<file path="config.mk">
export PLATFORM = sky130hd
export DESIGN_NAME = uart_msg_sched_flat
export DESIGN_NICKNAME = d
export VERILOG_FILES = /design/src/rtl/uart_msg_sched_if.sv /design/src/rtl/uart_msg_sched.sv /design/src/flat_wrapper.sv
export SDC_FILE = /design/constraint.sdc
export NUM_CORES = 1
export LEC_CHECK = 0
export ABC_AREA = 1
export BUFFER_PORTS_ARGS = -buffer_cell sky130_fd_sc_hd__clkbuf_2
export CAP_MARGIN = 20
export CORE_MARGIN = 2
export CORE_UTILIZATION = 40
export CTS_CLUSTER_SIZE = 10
export DETAILED_ROUTE_END_ITERATION = 7
export PLACE_DENSITY = 0.55
export SKIP_CTS_REPAIR_TIMING = 1
export SLEW_MARGIN = 0
export SYNTH_ARGS = -nofsm -noshare
export SYNTH_HDL_FRONTEND = slang
export SYNTH_SLANG_ARGS = --single-unit
</file>
<file path="constraint.sdc">
create_clock -name clk -period 2.97 [get_ports clk]
set_clock_uncertainty 0.05 [all_clocks]
set_input_delay 0.297 -clock clk [delete_from_list [all_inputs] [get_ports clk]]
set_output_delay 0.297 -clock clk [all_outputs]
set_load 0.02 [all_outputs]
</file>
<file path="src/rtl/uart_msg_sched_if.sv">
// Request/operand inputs and UART byte handshake for uart_msg_sched.
interface uart_msg_sched_if;
    logic [2:0]  req;
    logic [23:0] arg;
    logic [7:0]  tx_data;
    logic        tx_valid;
    logic        tx_ready;
    logic        busy;
    logic [1:0]  active_src;
    logic        done;
    logic [2:0]  drop;

    modport master (
        output req, arg, tx_ready,
        input  tx_data, tx_valid, busy, active_src, done, drop
    );

    modport slave (
        input  req, arg, tx_ready,
        output tx_data, tx_valid, busy, active_src, done, drop
    );
endinterface

</file>
<file path="src/rtl/uart_msg_sched.sv">
// Round-robin scheduler for IDENT/PICK/DUMP messages feeding a byte UART,
// with a programmable idle gap after each message.
//
// state | meaning
// IDLE  | no message in flight; grants the round-robin winner if any pending
// SEND  | presenting message bytes on tx_data/tx_valid
// GAP   | inter-message idle time, down-counter to zero
module uart_msg_sched #(
    parameter int GAP_CYCLES = 434
) (
    input  logic            clk,
    input  logic            rst_n,
    uart_msg_sched_if.slave bus
);
    localparam int GW = (GAP_CYCLES > 2) ? $clog2(GAP_CYCLES) : 1;
    localparam logic [GW-1:0] GAP_LOAD = (GAP_CYCLES > 0) ? GW'(GAP_CYCLES - 1) : '0;

    typedef enum logic [1:0] {ST_IDLE, ST_SEND, ST_GAP} state_t;

    state_t        state_q, state_d;
    logic [2:0]    pending_q, pending_d;
    logic [23:0]   arg_lat_q, arg_lat_d;
    logic [7:0]    opnd_q, opnd_d;
    logic [1:0]    src_q, src_d;
    logic [1:0]    rr_q, rr_d;
    logic [3:0]    idx_q, idx_d;
    logic [GW-1:0] gap_q, gap_d;
    logic [7:0]    tx_data_q, tx_data_d;
    logic          tx_valid_q, tx_valid_d;
    logic          done_q, done_d;
    logic [2:0]    drop_q, drop_d;

    logic [1:0]    cand, win;
    logic          found;

    function automatic logic [1:0] inc3(input logic [1:0] v);
        return (v == 2'd2) ? 2'd0 : v + 2'd1;
    endfunction

    function automatic logic [3:0] last_idx(input logic [1:0] src);
        return (src == 2'd0) ? 4'd5 : 4'd8;
    endfunction

    function automatic logic [7:0] msg_byte(input logic [1:0] src, input logic [3:0] idx,
                                            input logic [7:0] a);
        logic       ident;
        logic       pick;
        logic [7:0] b;
        ident = (src == 2'd0);
        pick  = (src == 2'd1);
        case (idx)
            4'd0:    b = ident ? 8'h49 : (pick ? 8'h50 : 8'h44);
            4'd1:    b = ident ? 8'h2D : (pick ? 8'h49 : 8'h55);
            4'd2:    b = ident ? a     : (pick ? 8'h43 : 8'h4D);
            4'd3:    b = ident ? 8'h2D : (pick ? 8'h4B : 8'h50);
            4'd4:    b = ident ? 8'h23 : 8'h2D;
            4'd5:    b = ident ? 8'h00 : a;
            4'd6:    b = 8'h2D;
            4'd7:    b = 8'h23;
            default: b = 8'h00;
        endcase
        return b;
    endfunction

    // First pending source in the order rr, rr+1, rr+2.
    always_comb begin
        cand  = rr_q;
        win   = 2'd0;
        found = 1'b0;
        for (int k = 0; k < 3; k++) begin
            if (!found && pending_q[cand]) begin
                win   = cand;
                found = 1'b1;
            end
            cand = inc3(cand);
        end
    end

    always_comb begin
        state_d    = state_q;
        pending_d  = pending_q;
        arg_lat_d  = arg_lat_q;
        opnd_d     = opnd_q;
        src_d      = src_q;
        rr_d       = rr_q;
        idx_d      = idx_q;
        gap_d      = gap_q;
        tx_data_d  = tx_data_q;
        tx_valid_d = tx_valid_q;
        done_d     = 1'b0;
        drop_d     = 3'b000;

        case (state_q)
            ST_IDLE: begin
                if (found) begin
                    state_d        = ST_SEND;
                    pending_d[win] = 1'b0;
                    src_d          = win;
                    rr_d           = inc3(win);
                    opnd_d         = arg_lat_q[{win, 3'b000} +: 8];
                    idx_d          = 4'd0;
                    tx_valid_d     = 1'b1;
                    tx_data_d      = msg_byte(win, 4'd0, arg_lat_q[{win, 3'b000} +: 8]);
                end
            end
            ST_SEND: begin
                if (tx_valid_q && bus.tx_ready) begin
                    if (idx_q == last_idx(src_q)) begin
                        tx_valid_d = 1'b0;
                        done_d     = 1'b1;
                        if (GAP_CYCLES > 0) begin
                            state_d = ST_GAP;
                            gap_d   = GAP_LOAD;
                        end else begin
                            state_d = ST_IDLE;
                        end
                    end else begin
                        idx_d     = idx_q + 4'd1;
                        tx_data_d = msg_byte(src_q, idx_q + 4'd1, opnd_q);
                    end
                end
            end
            ST_GAP: begin
                if (gap_q == '0) state_d = ST_IDLE;
                else             gap_d   = gap_q - GW'(1);
            end
            default: state_d = ST_IDLE;
        endcase

        // A request landing on its own grant edge sees the cleared flag and is accepted.
        for (int i = 0; i < 3; i++) begin
            if (bus.req[i]) begin
                if (pending_d[i]) begin
                    drop_d[i] = 1'b1;
                end else begin
                    pending_d[i]          = 1'b1;
                    arg_lat_d[8*i +: 8]   = bus.arg[8*i +: 8];
                end
            end
        end
    end

    always_ff @(posedge clk or negedge rst_n) begin
        if (!rst_n) begin
            state_q    <= ST_IDLE;
            pending_q  <= 3'b000;
            arg_lat_q  <= 24'h0;
            opnd_q     <= 8'h00;
            src_q      <= 2'd0;
            rr_q       <= 2'd0;
            idx_q      <= 4'd0;
            gap_q      <= '0;
            tx_data_q  <= 8'h00;
            tx_valid_q <= 1'b0;
            done_q     <= 1'b0;
            drop_q     <= 3'b000;
        end else begin
            state_q    <= state_d;
            pending_q  <= pending_d;
            arg_lat_q  <= arg_lat_d;
            opnd_q     <= opnd_d;
            src_q      <= src_d;
            rr_q       <= rr_d;
            idx_q      <= idx_d;
            gap_q      <= gap_d;
            tx_data_q  <= tx_data_d;
            tx_valid_q <= tx_valid_d;
            done_q     <= done_d;
            drop_q     <= drop_d;
        end
    end

    assign bus.tx_data    = tx_data_q;
    assign bus.tx_valid   = tx_valid_q;
    assign bus.busy       = (state_q != ST_IDLE);
    assign bus.active_src = (state_q == ST_IDLE) ? 2'd0 : src_q;
    assign bus.done       = done_q;
    assign bus.drop       = drop_q;
endmodule

</file>
<file path="src/flat_wrapper.sv">
// flat-port wrapper written by rule: the top's interface ports become plain ports
module uart_msg_sched_flat 
#(
    parameter int GAP_CYCLES = 434
)
  (clk, rst_n, bus_req, bus_arg, bus_tx_ready, bus_tx_data, bus_tx_valid, bus_busy, bus_active_src, bus_done, bus_drop);
  uart_msg_sched_if bus_i ();
  input  logic clk;
  input  logic rst_n;
  input wire logic [$bits(bus_i.req)-1:0] bus_req;
  input wire logic [$bits(bus_i.arg)-1:0] bus_arg;
  input wire logic [$bits(bus_i.tx_ready)-1:0] bus_tx_ready;
  output wire logic [$bits(bus_i.tx_data)-1:0] bus_tx_data;
  output wire logic [$bits(bus_i.tx_valid)-1:0] bus_tx_valid;
  output wire logic [$bits(bus_i.busy)-1:0] bus_busy;
  output wire logic [$bits(bus_i.active_src)-1:0] bus_active_src;
  output wire logic [$bits(bus_i.done)-1:0] bus_done;
  output wire logic [$bits(bus_i.drop)-1:0] bus_drop;
  assign bus_i.req = bus_req;
  assign bus_i.arg = bus_arg;
  assign bus_i.tx_ready = bus_tx_ready;
  assign bus_tx_data = bus_i.tx_data;
  assign bus_tx_valid = bus_i.tx_valid;
  assign bus_busy = bus_i.busy;
  assign bus_active_src = bus_i.active_src;
  assign bus_done = bus_i.done;
  assign bus_drop = bus_i.drop;
  uart_msg_sched #(.GAP_CYCLES(GAP_CYCLES)) u_core (.clk(clk), .rst_n(rst_n), .bus(bus_i));
endmodule
</file>
# ---- After elaboration in Yosys (flattened, before gate mapping)
# Index checks and enable logic that the tools add are counted.
dict set report totals {
  regBits 67
  out_inout_bits 16
}
dict set report classes {
  n_lt_le_gt_ge 5
  shift 1
  addsub 5
  reduce_logical 22
  eq_ne 21
  n_bitwise 5
  mux 67
}
# operator count
set op_table {}
lappend op_table {{two-way mux 8 bit} 9}
lappend op_table {{one-hot mux 8 bit (8 select lines)} 1}
lappend op_table {{two-way mux 9 bit} 3}
lappend op_table {{two-way mux 4 bit} 6}
lappend op_table {{indexed part select 24 x 6 -> 8 bit} 1}
lappend op_table {{two-way mux 1 bit} 22}
lappend op_table {{two-way mux 2 bit} 11}
lappend op_table {{two-way mux 5 bit} 4}
lappend op_table {{one-hot mux 9 bit (2 select lines)} 1}
lappend op_table {{equality test 4 x 3 -> 1 bit (second input constant)} 4}
lappend op_table {{one-hot mux 8 bit (2 select lines)} 1}
lappend op_table {{AND reduction 4 bit} 4}
lappend op_table {{< comparator 2 x 3 -> 1 bit (second input constant)} 4}
lappend op_table {{logical NOT 9 bit} 1}
lappend op_table {{subtractor 9 x 1 -> 9 bit (second input constant)} 1}
lappend op_table {{equality test 2 bit (second input constant)} 4}
lappend op_table {{equality test 4 x 2 -> 1 bit (second input constant)} 2}
lappend op_table {{!= test 2 x 1 -> 1 bit (second input constant)} 4}
lappend op_table {{one-hot mux 4 bit (2 select lines)} 1}
lappend op_table {{AND reduction 2 bit} 4}
lappend op_table {{adder 2 x 1 -> 2 bit (second input constant)} 3}
lappend op_table {{binary-select mux 1 bit (select 2 bit)} 3}
lappend op_table {{equality test 2 x 1 -> 1 bit (second input constant)} 3}
lappend op_table {{logical NOT 2 bit} 3}
lappend op_table {{16 further kinds} 26}

# ---- Longest topological paths before layout
dict set report logic_depth {
  ltp_word 19
  depth_mapped 13
  ltp_nobuf 13
}

# ---- Least setup slack after synthesis
# OpenSTA, ideal clock, no wires.
dict set report synth_path {
  path_kind {register to register}
  start {register u_core.idx_q[0]}
  end {register u_core.tx_data_q[4], in the netlist u_core.bus.tx_data[4]}
  n_path_buf 0
  stages_incl_launch_ff 13
  arrival_time_ps 1650
  required_ps 2855
  path_slack_ps 1206
  cell_sequence {dfrtp_1 ha_1 inv_1 nand2_1 nand2_1 nand4_1 o21ai_1 nand2_1 nand2_1 nand2_1 nand2_1 nand2_1 nand2_1}
}
dict set report synth_between {
  elab_chain_cells 6
  elab_cells_between_ends 16
  cone_classes {add/sub: 1; eq/ne: 9; mux: 4; reduce/logical: 2}
}
# item line_no
set synth_lines {}
lappend synth_lines {{start: declaration} uart_msg_sched.sv:26} ;# logic [3:0] idx_q, idx_d;
lappend synth_lines {{start signal: assignment} uart_msg_sched.sv:164} ;# idx_q <= idx_d;
lappend synth_lines {{adder 4 x 1 -> 4 bit} uart_msg_sched.sv:119} ;# tx_data_d = msg_byte(src_q, idx_q + 4'd1, opnd_q);
lappend synth_lines {{equality test 4 x 3 -> 1 bit, or another cell as far along} uart_msg_sched.sv:51} ;# case (idx)
lappend synth_lines {{one-hot mux 8 bit (8 select lines)} uart_msg_sched.sv:51}
lappend synth_lines {{two-way mux 8 bit} uart_msg_sched.sv:108} ;# if (idx_q == last_idx(src_q)) begin
lappend synth_lines {{two-way mux 8 bit} uart_msg_sched.sv:107} ;# if (tx_valid_q && bus.tx_ready) begin
lappend synth_lines {{one-hot mux 8 bit (2 select lines)} uart_msg_sched.sv:93} ;# case (state_q)
lappend synth_lines {{end signal: assignment} uart_msg_sched.sv:166} ;# tx_data_q <= tx_data_d;
lappend synth_lines {{end: declaration} uart_msg_sched.sv:28} ;# logic [7:0] tx_data_q, tx_data_d;
# Several ways; a longest one is shown, not always the timed one. The select of a mux whose other input is x is not followed.
# A chain may end at the register's enable or synchronous reset.

# ---- Worst setup path in the final report
dict set report layout_path {
  start {register u_core.rr_q[0]}
  end {register u_core.arg_lat_q[9]}
}
dict set report layout_between {
  elab_chain_cells 19
  elab_cells_between_ends 33
  cone_classes {add/sub: 2; order compare: 2; eq/ne: 2; mux: 18; bitwise: 3; reduce/logical: 6}
}
# item line_no
set layout_lines {}
lappend layout_lines {{start: declaration} uart_msg_sched.sv:25} ;# logic [1:0] rr_q, rr_d;
lappend layout_lines {{start signal: assignment} uart_msg_sched.sv:163} ;# rr_q <= rr_d;
lappend layout_lines {{branches (longest 15 deep; another with < comparator 2 x 3 -> 1 bit)} -}
lappend layout_lines {{two-way mux 3 bit (*)} uart_msg_sched.sv:95} ;# if (found) begin
lappend layout_lines {{two-way mux 3 bit (*)} uart_msg_sched.sv:93}
lappend layout_lines {{NOT 1 bit (no source line) (*)} -}
lappend layout_lines {{AND reduction 2 bit (no source line) (*)} -}
lappend layout_lines {{end signal: assignment} uart_msg_sched.sv:160} ;# arg_lat_q <= arg_lat_d;
lappend layout_lines {{end: declaration} uart_msg_sched.sv:22} ;# logic [23:0] arg_lat_q, arg_lat_d;
# Every way passes the cells marked *. The select of a mux whose other input is x is not followed.

==> impl_metrics.env <==
export IMPL_status="complete, no violations"
export IMPL_yosysSeqAreaShare=0.4717
export IMPL_slew_viol_final=0
export IMPL_drt_first_iter_violations=258
export IMPL_max_freq_mhz=420.2
export IMPL_cts_clk_slew_worst_paths_ps=70
export IMPL_vias=3149
export IMPL_maxCapViolations=0
export IMPL_ys_top_cells_by_count="nand2_1 (151), dfrtp_1 (67), nand3_1 (47)"
export IMPL_leakagePower_nw=2.141
export IMPL_postSynth_asyncResetShare=1.000
export IMPL_grt_pass1_wl_um=14410
export IMPL_dp_hpwl_um=6194
export IMPL_cts_sinks=67
export IMPL_rsz0062_at_grt="false"
export IMPL_die_w_um=98.27
export IMPL_synth_cell_type_count=32
export IMPL_nNetsFinal=547
export IMPL_top_layer="met4"
export IMPL_wl_met3_um=297
export IMPL_diodes=0
export IMPL_peakVddDrop_mv=0.4302
export IMPL_synth_area_um2=3555
export IMPL_io_buffer_count=45
export IMPL_cp_max_fo=15
export IMPL_hp_class="in2reg"
export IMPL_synth_avg_cell_area_um2=7.628
export IMPL_design_core_area_um2=8678
export IMPL_clock_latency_ps=340
export IMPL_wl_um=8394
export IMPL_grt_max_degree=68
export IMPL_filler_cell_count=932
export IMPL_required_ps=3150
export IMPL_place_congestion=0.8957
export IMPL_relSlewSlack=0.6512
export IMPL_tritoncts="yes"
export IMPL_cts_buffers=9
export IMPL_area_delta_synth_final_pct=13.59
export IMPL_cts_buffer_depth=2
export IMPL_syn_num_nets=501
export IMPL_yosysMostFrequentCell="nand2_1"
export IMPL_layout_drive_gt1_share=0.1744
export IMPL_grt_overflow=0
export IMPL_cp_end_kind="flop"
export IMPL_cp_arrival_ps=2560
export IMPL_synth_top_area_share=0.4717
export IMPL_grt_pass1_vias=2991
export IMPL_first_pass_iters=4
export IMPL_yosys_area_top_type="dfrtp_1"
export IMPL_synthesis_instances=466
export IMPL_finalSetupViolCount=0
export IMPL_final_antenna_net_count=0
export IMPL_post_route_period_util=0.8013
export IMPL_ys_flop_type="dfrtp_1"
export IMPL_die_area_um2=9657
export IMPL_cts_max_level=3
export IMPL_startpoint_type="flop"
export IMPL_criticalPathCategory="reg2reg"
export IMPL_hold_ws_ps=126.8
export IMPL_cts_root_buf="clkbuf_8"
export IMPL_grt_usage=0.1854
export IMPL_hold_viol_final=0
export IMPL_io_pins=46
export IMPL_post_drt_wl_per_cell_um=13.45
export IMPL_tns_ps=0
export IMPL_worst_slew_pin_slew_ps=522.0
export IMPL_post_route_min_period_ps=2380
export IMPL_route_met2_wl_um=3718
export IMPL_cellPowerDensity_nw_per_um2=1139
export IMPL_ys_warn_count=0
export IMPL_drc_errors=0
export IMPL_die_height_um=98.27
export IMPL_antenna_found_initial=0
export IMPL_drt_met1_wl_um=4221
export IMPL_ys_ff_latch=67
export IMPL_floorplan_initialDensity=0.4096
export IMPL_rows=34
export IMPL_viasPerCell=5.046
export IMPL_synthTopCellsByArea="dfrtp_1 (47%), nand2_1 (16%), nand3_1 (6.6%)"
export IMPL_synth_edf_count=0
-- cell usage in the layout, fill, tap and decap left out, types with 3 or more instances in the layout --
cell type | netlist | routed
nand2_1 | 151 | 151
o21ai_0 | 16 | 16
a31oi_1 | 5 | 5
ha_1 | 5 | 5
clkbuf_1 | 3 | 3
nand3_2 | 8 | 8
o22ai_1 | 4 | 4
inv_1 | 41 | 41
clkbuf_2 | 0 | 44
nor2_2 | 3 | 3
dfrtp_1 | 67 | 67
o21ai_1 | 4 | 4
nor2_4 | 3 | 3
nand2_2 | 9 | 9
nor2_1 | 42 | 42
a21oi_1 | 19 | 19
inv_2 | 6 | 6
clkbuf_8 | 0 | 10
nand3_1 | 47 | 47
nand4_1 | 9 | 9
-- kinds of logic (layout without fill, tap and decap cells) --
family | count (synthesis) | after routing | synth area share
buf+inv | 61 | 111 | 0.07321
compound gates | 55 | 55 | 0.08624
simple gates | 276 | 276 | 0.3464
xor+xnor | 2 | 2 | 0.004929
fa+ha+maj | 5 | 5 | 0.01760
flops | 67 | 67 | 0.4717
-- through the flow --
step / total power [mW] / area, um^2 / std cells / worst slack, ps / util
final: 4.598 / 4038 / 624 / 590.0 / 0.4653
after global routing: 5.054 / 4038 / 624 / 336.0 / 0.4653
after CTS: 4.630 / 4028 / 623 / 614.3 / 0.4641
after detailed placement: 3.959 / 3866 / 608 / 627.3 / 0.4455
after global placement: 3.948 / 3866 / 608 / 695.6 / 0.4455
after floorplan: 3.349 / 3555 / 466 / 1206 / -
-- layer usage --
metal	up-vias	global-route usage
met5	-	0
met4	0	0.07271
met3	13	0.02935
met2	61	0.2803
met1	1477	0.2683
li1	1598	-
-- flip-flops by register name, indices dropped and copies added, names as in the netlist --
signal / flops
u_core.gap_q: 9
u_core.bus.tx_data: 8
u_core.src_q: 2
u_core.rr_q: 2
u_core.arg_lat_q: 24
u_core.state_q: 2
u_core.pending_q: 3
u_core.bus.done: 1
u_core.opnd_q: 8
u_core.bus.drop: 3
u_core.idx_q: 4
u_core.bus.tx_valid: 1
-- worst max-delay path, cell delays in order, from the launching register on --
cell,delay (ps)
dfrtp_1,470
nor2_2,210
nand2_1,70
nand2_1,60
nor2_1,50
nand3_1,80
nand2_2,160
inv_2,240
nand2_1,140
nand2_1,320
nand2_1,260
nand2_1,120
nand2_1,50
-- report_power, final --
group | internal, mW | switching [mW] | leakage (nW)
logic | 0.752 | 1.57 | 1.24
clock network | 0.321 | 0.339 | 0.0795
registers | 1.31 | 0.302 | 0.818
-- path summary, 6_finish.rpt --
| kind | from | slack, ps | to | depth (start not counted) |
|---|---|---|---|---|
| max | u_core.rr_q[0]$_DFFE_PN0P_ | 590 | u_core.arg_lat_q[9]$_DFFE_PN0P_ | 12 |
| min | bus_arg[4] | 130 | u_core.arg_lat_q[4]$_DFFE_PN0P_ | 3 |
| max reg2reg | u_core.rr_q[0]$_DFFE_PN0P_ | 590 | u_core.arg_lat_q[9]$_DFFE_PN0P_ | 12 |
| min reg2reg | u_core.arg_lat_q[21]$_DFFE_PN0P_ | 430 | u_core.arg_lat_q[21]$_DFFE_PN0P_ | 2 |
| max in group asynchronous | rst_n | 2120 | u_core.state_q[0]$_DFFE_PN0P_ | 3 |
| min in group asynchronous | rst_n | 440 | u_core.bus.drop[1]$_DFF_PN0_ | 3 |
-- cell type report --
cell class | instances | area, um^2 | area share
tap | 108 | 135.1 | 0.03347
clock buffer | 13 | 148.9 | 0.03688
clock inverter | 2 | 12.51 | 0.003099
inverter | 47 | 176.4 | 0.04369
sequential | 67 | 1677 | 0.4152
timing repair buffer | 49 | 270.3 | 0.06694
multi-input combinational | 338 | 1618 | 0.4007
No activity file was read; power rests on OpenSTA's default activity.
